[config.mk]
export PLATFORM = sky130hd
export DESIGN_NAME = nibble_serial_addsub_ctrl
export DESIGN_NICKNAME = d
export VERILOG_FILES = /design/src/rtl/nibble_serial_addsub_ctrl.sv
export SDC_FILE = /design/constraint.sdc
export NUM_CORES = 1
export LEC_CHECK = 0
export ABC_AREA = 1
export CORE_MARGIN = 4
export CORE_UTILIZATION = 46
export CTS_CLUSTER_DIAMETER = 50
export DETAILED_ROUTE_END_ITERATION = 12
export GPL_TIMING_DRIVEN = 1
export HOLD_SLACK_MARGIN = 0.08
export PLACE_DENSITY = 0.75
export SLEW_MARGIN = 40
export SYNTH_ARGS = -nofsm -noshare
export SYNTH_HDL_FRONTEND = slang
export SYNTH_SLANG_ARGS = --single-unit
[constraint.sdc]
create_clock -name clk -period 1.7 [get_ports clk]
set_input_delay 0.425 -clock clk [delete_from_list [all_inputs] [get_ports clk]]
set_output_delay 0.425 -clock clk [all_outputs]
set_load 0.03 [all_outputs]
[src/rtl/nibble_serial_addsub_ctrl.sv]
// nibble_serial_addsub_ctrl
//   Wide add/subtract built from one 4-bit slice that is reused once per clock.
//   Nibbles are processed LSB first, and the carry is chained between them.
//   A W-bit operation takes NIBBLES cycles in RUN plus one DONE cycle.
//
// Parameters
//   NIBBLES   operand width in nibbles (W = 4*NIBBLES), 2..16
//
// Ports
//   clk, rst_n    rising-edge clock, asynchronous active-low reset
//   start         request, accepted only in IDLE or DONE
//   subtract      0: a+b, 1: a-b (latched with start)
//   a, b          W-bit operands (latched with start)
//   busy          high while nibbles are being processed
//   done          one-cycle pulse; result/cout/overflow are valid from this cycle
//   result        registered W-bit result, held until the next done
//   cout          final carry out (for subtract, 1 = no borrow)
//   overflow      signed two's-complement overflow
//
// Build option
//   SATURATE_EN   when defined, unsigned saturation is applied to result
//                 (cout and overflow stay raw)

module nibble_serial_addsub_ctrl #(
    parameter int NIBBLES = 4
) (
    input  logic                 clk,
    input  logic                 rst_n,
    input  logic                 start,
    input  logic                 subtract,
    input  logic [4*NIBBLES-1:0] a,
    input  logic [4*NIBBLES-1:0] b,
    output logic                 busy,
    output logic                 done,
    output logic [4*NIBBLES-1:0] result,
    output logic                 cout,
    output logic                 overflow
);
    localparam int W     = 4 * NIBBLES;
    localparam int IDX_W = $clog2(NIBBLES);

    typedef enum logic [1:0] {IDLE, RUN, DONE} state_t;

    state_t state, state_nxt;

    logic [W-1:0]     a_q, b_q, acc;
    logic             sub_q, carry;
    logic [IDX_W-1:0] idx;

    logic             take, last;
    logic [3:0]       bx;
    logic [4:0]       sum5;
    logic [W-1:0]     raw_res, res_wr;

    assign take = start && (state == IDLE || state == DONE);
    assign last = (idx == IDX_W'(NIBBLES - 1));

    // The operand registers shift right, so the current nibble is always in bits [3:0].
    // The +1 for subtract enters only through the initial carry.
    assign bx   = b_q[3:0] ^ {4{sub_q}};
    assign sum5 = {1'b0, a_q[3:0]} + {1'b0, bx} + {4'b0, carry};

    // The accumulator fills from the top. After the last nibble, nibble 0 sits at the bottom.
    assign raw_res = {sum5[3:0], acc[W-1:4]};

`ifdef SATURATE_EN
    always_comb begin
        res_wr = raw_res;
        if (!sub_q && sum5[4])
            res_wr = '1;
        else if (sub_q && !sum5[4])
            res_wr = '0;
    end
`else
    assign res_wr = raw_res;
`endif

    assign busy = (state == RUN);
    assign done = (state == DONE);

    always_comb begin
        state_nxt = state;
        case (state)
            IDLE:    if (start) state_nxt = RUN;
            RUN:     if (last)  state_nxt = DONE;
            DONE:    state_nxt = start ? RUN : IDLE;
            default: state_nxt = IDLE;
        endcase
    end

    always_ff @(posedge clk or negedge rst_n) begin
        if (!rst_n) state <= IDLE;
        else        state <= state_nxt;
    end

    always_ff @(posedge clk or negedge rst_n) begin
        if (!rst_n) begin
            a_q      <= '0;
            b_q      <= '0;
            acc      <= '0;
            sub_q    <= 1'b0;
            carry    <= 1'b0;
            idx      <= '0;
            result   <= '0;
            cout     <= 1'b0;
            overflow <= 1'b0;
        end else if (take) begin
            a_q   <= a;
            b_q   <= b;
            sub_q <= subtract;
            carry <= subtract;
            idx   <= '0;
        end else if (state == RUN) begin
            a_q   <= a_q >> 4;
            b_q   <= b_q >> 4;
            acc   <= raw_res;
            carry <= sum5[4];
            idx   <= idx + 1'b1;
            if (last) begin
                result   <= res_wr;
                cout     <= sum5[4];
                // The carry into the MSB bit is recovered from the sum bit:
                // c3 = a3 ^ b3 ^ s3.
                overflow <= a_q[3] ^ bx[3] ^ sum5[3] ^ sum5[4];
            end
        end
    end

endmodule

==> results.yml <==
outcome:
  status: "complete, but fails checks"
  violations: "negative setup slack"
die:
  die_w_um: 88.05
  row_count: 28
  die_area_um2: 7753
  die_h_um: 88.05
  core_area_um2: 6061
  start_util_pct: 48.64
  ioPinCount: 56
timing:
  hold_ws_ps: 90.90
  setup_ws_ps: -53.60
  period_share_pct: 103.2
  worst_slew_pin_slew_ps: 476.0
  rsz0062_at_grt: "true"
  slew_violations: 0
  fmax_ghz: 0.5703
  hold_viol: 0
  relSlewSlack_pct: 68.22
  setup_viol: 1
  tns_ps: -53.60
  skew_ps: 8.183
  min_period_ps: 1754
pwr:
  cellPowerDensity_nw_per_um2: 2143
  p_int_mw: 4.684
  peakVddDrop_uv: 993.7
  seqPwrFrac_pct: 33.9
  switchingPower_mw: 3.528
  p_leak_nw: 1.911
  power_frac_clock_pct: 15.1
  comb_power_share_pct: 51.0
  power_mw: 8.212
  switching_share_pct: 42.96
placed_design:
  place_hpwl_um: 4080
  io_buffers: 55
  place_ws_ps: -94.06
  dpl_cell_area_um2: 3601
  globalplace.congestion: 0.8236
  dp_cells: 445
global_route:
  grt_pass1_wl_um: 10050
  gr-total-overflow: 0
  grt_pass1_vias: 2354
  track_usage_pct: 16.74
  grt_max_degree: 69
  antenna_found_initial: 0
yosys:
  ys_types: 24
  ys_ff_latch: 68
  netlist_area_um2: 2948
  postSynthCellCount: 317
  yosys_warnings: 0
  synth_nets: 359
  synth_seq_area_share_pct: 57.72
  syn_area_per_cell_um2: 9.299
worst_setup_path:
  cp_slowest_stage_delay_ps: 410
  critPathCaptureType: "flop"
  worstSetupPathType: "flop to flop"
  crit_path_max_fanout: 3
  crit_arrival_ps: 1980
  cp_slowest_cell: "dfrtp_1"
  start_kind: "flop"
  crit_chain: "xnor2_2 -> fa_2 -> inv_2 -> fa_2 -> nand2_1 -> nand2_1 -> nand2_1 -> nand2_1 -> nand3_1 -> nand2_1"
  path_depth: 10
  worstReg2RegStart: "sub_q$_DFFE_PN0P_"
  crit_buf_inv: 1
  cp-startpoint: "sub_q$_DFFE_PN0P_"
  ff2ff_path_depth: 10
  required_ps: 1930
  worst_path_most_repeated_cell: "nand2_1"
  crit_family: "adder cells"
drt:
  drt-initial-drc-count: 99
  num_vias: 2266
  wirelength_um: 5975
  dr.pass1.iters: 4
  wl_per_cell_um: 12.90
  postRouteAntennaNets: 0
  post_drt_via_cell_ratio: 4.894
  drc_errors: 0
hold_path:
  hold_path_class: "input pin to async pin"
finish:
  fin_util_pct: 63.21
  fin_nets: 425
  finalInstanceArea_um2: 3831
  areaGrowthSynthToFinish_pct: 29.97
  drive_above_1_share_pct: 14.95
  insertedDiodeCount: 0
  fin_cells: 463
  fillers: 548
clocking:
  hold_buffers: 0
  clockBufferDepth: 2
  cts-root-buf: "clkbuf_8"
  cts_num_sinks: 68
  cts.clk_slew.worst_paths_ps: 70
  numCtsBuffers: 9
  clk_latency_ps: 340
  h-tree-depth: 3
  cts_tree: "built"
run:
  max-cap-violations: 0
## power groups by stage
stage | Sequential [mW] | Clock [mW] | Combinational (mW)
4_1_cts | 2.78 | 1.26 | 3.97
6_report | 2.79 | 1.24 | 4.19
3_3_place_gp | 2.78 | 0 | 3.86
5_1_grt | 2.88 | 1.33 | 4.66
3_5_place_dp | 2.82 | 0 | 4.00
2_1_floorplan | 3.12 | 0 | 2.50
## placed cells by master (no fill, tap or decap), types with 2 or more instances in the layout
cell,instances
a22o_1,9
xor2_1,2
o21ai_0,18
xor2_2,2
nand3_1,24
clkinv_2,5
inv_2,6
dfrtp_1,68
o21ai_1,4
fa_2,2
ha_1,3
buf_4,14
clkbuf_8,9
nand2_2,4
a21oi_1,2
clkdlybuf4s50_1,34
dlygate4sd2_1,18
inv_1,14
nand3_2,2
o211ai_1,6
nor2_1,3
buf_12,2
nand2_1,124
## logic make-up (layout without fill, tap and decap cells)
family,count (synthesis),after routing,synth area share [%]
fa+ha+maj,6,6,3.056
simple gates,161,161,22.37
buf+inv,37,108,6.918
xor+xnor,5,5,1.486
compound gates,40,40,8.447
flops,68,68,57.72
## worst register-to-register path, delay by kind of cell (launching register included)
kind | cells | cell delay (ps)
buffers and inverters | 1 | 50
XOR/XNOR | 1 | 190
adder cells (fa/ha/maj) | 2 | 600
AND/OR/NAND/NOR | 6 | 420
flip-flops | 1 | 410
## layer usage
metal  global-route usage, %  vias to the layer above  wire, um
met5                       0                        -         0
met4                   8.654                        0       185
met3                   3.575                       20       349
met2                   28.36                       72      2860
met1                   20.07                     1033      2580
li1                        -                     1141         -
## registers in the layout, summed over array words and instances, names as in the netlist, 2 cells and up
register / count
idx: 2
b_q: 16
a_q: 16
state: 2
result: 16
acc: 12
## cell type report
type | instances | area (um^2) | area share [%]
Inverter | 22 | 95.09 | 2.482
Sequential cell | 68 | 1702 | 44.42
Clock inverter | 6 | 55.05 | 1.437
Multi-Input combinational cell | 212 | 1105 | 28.84
Timing Repair Buffer | 70 | 653.1 | 17.05
Tap cell | 75 | 93.84 | 2.449
Clock buffer | 10 | 127.6 | 3.331
## path summary, 6_finish.rpt
kind,to,slack [ps]
min reg2reg,result[1]$_DFFE_PN0P_,470
min,result[6]$_DFFE_PN0P_,90
max in group asynchronous,a_q[13]$_DFFE_PN0P_,1320
max,overflow$_DFFE_PN0P_,-50
min in group clk,result[1]$_DFFE_PN0P_,470
max reg2reg,overflow$_DFFE_PN0P_,-50
## synth_stat cells (all sizes together)
master	n	area, um^2
nand2	130	508.0
dfrtp	68	1702
nand3	26	130.1
o21ai	23	115.1
inv	21	81.33
buf	12	102.6
a22o	9	78.83
o211ai	6	45.04
ha	4	50.05
nor2	4	15.01
xor2	4	35.03
clkbuf	3	11.26
a21oi	2	10.01
fa	2	40.04
clkinv	1	8.760
or2	1	6.260
xnor2	1	8.760
## repair_timing
action	CTS	global route
gates resized for setup	24	15
endpoints found under the setup margin	24	10
pin swaps	0	6
buffers inserted	1	1
Note: power is estimated with default switching activity, not from simulation.
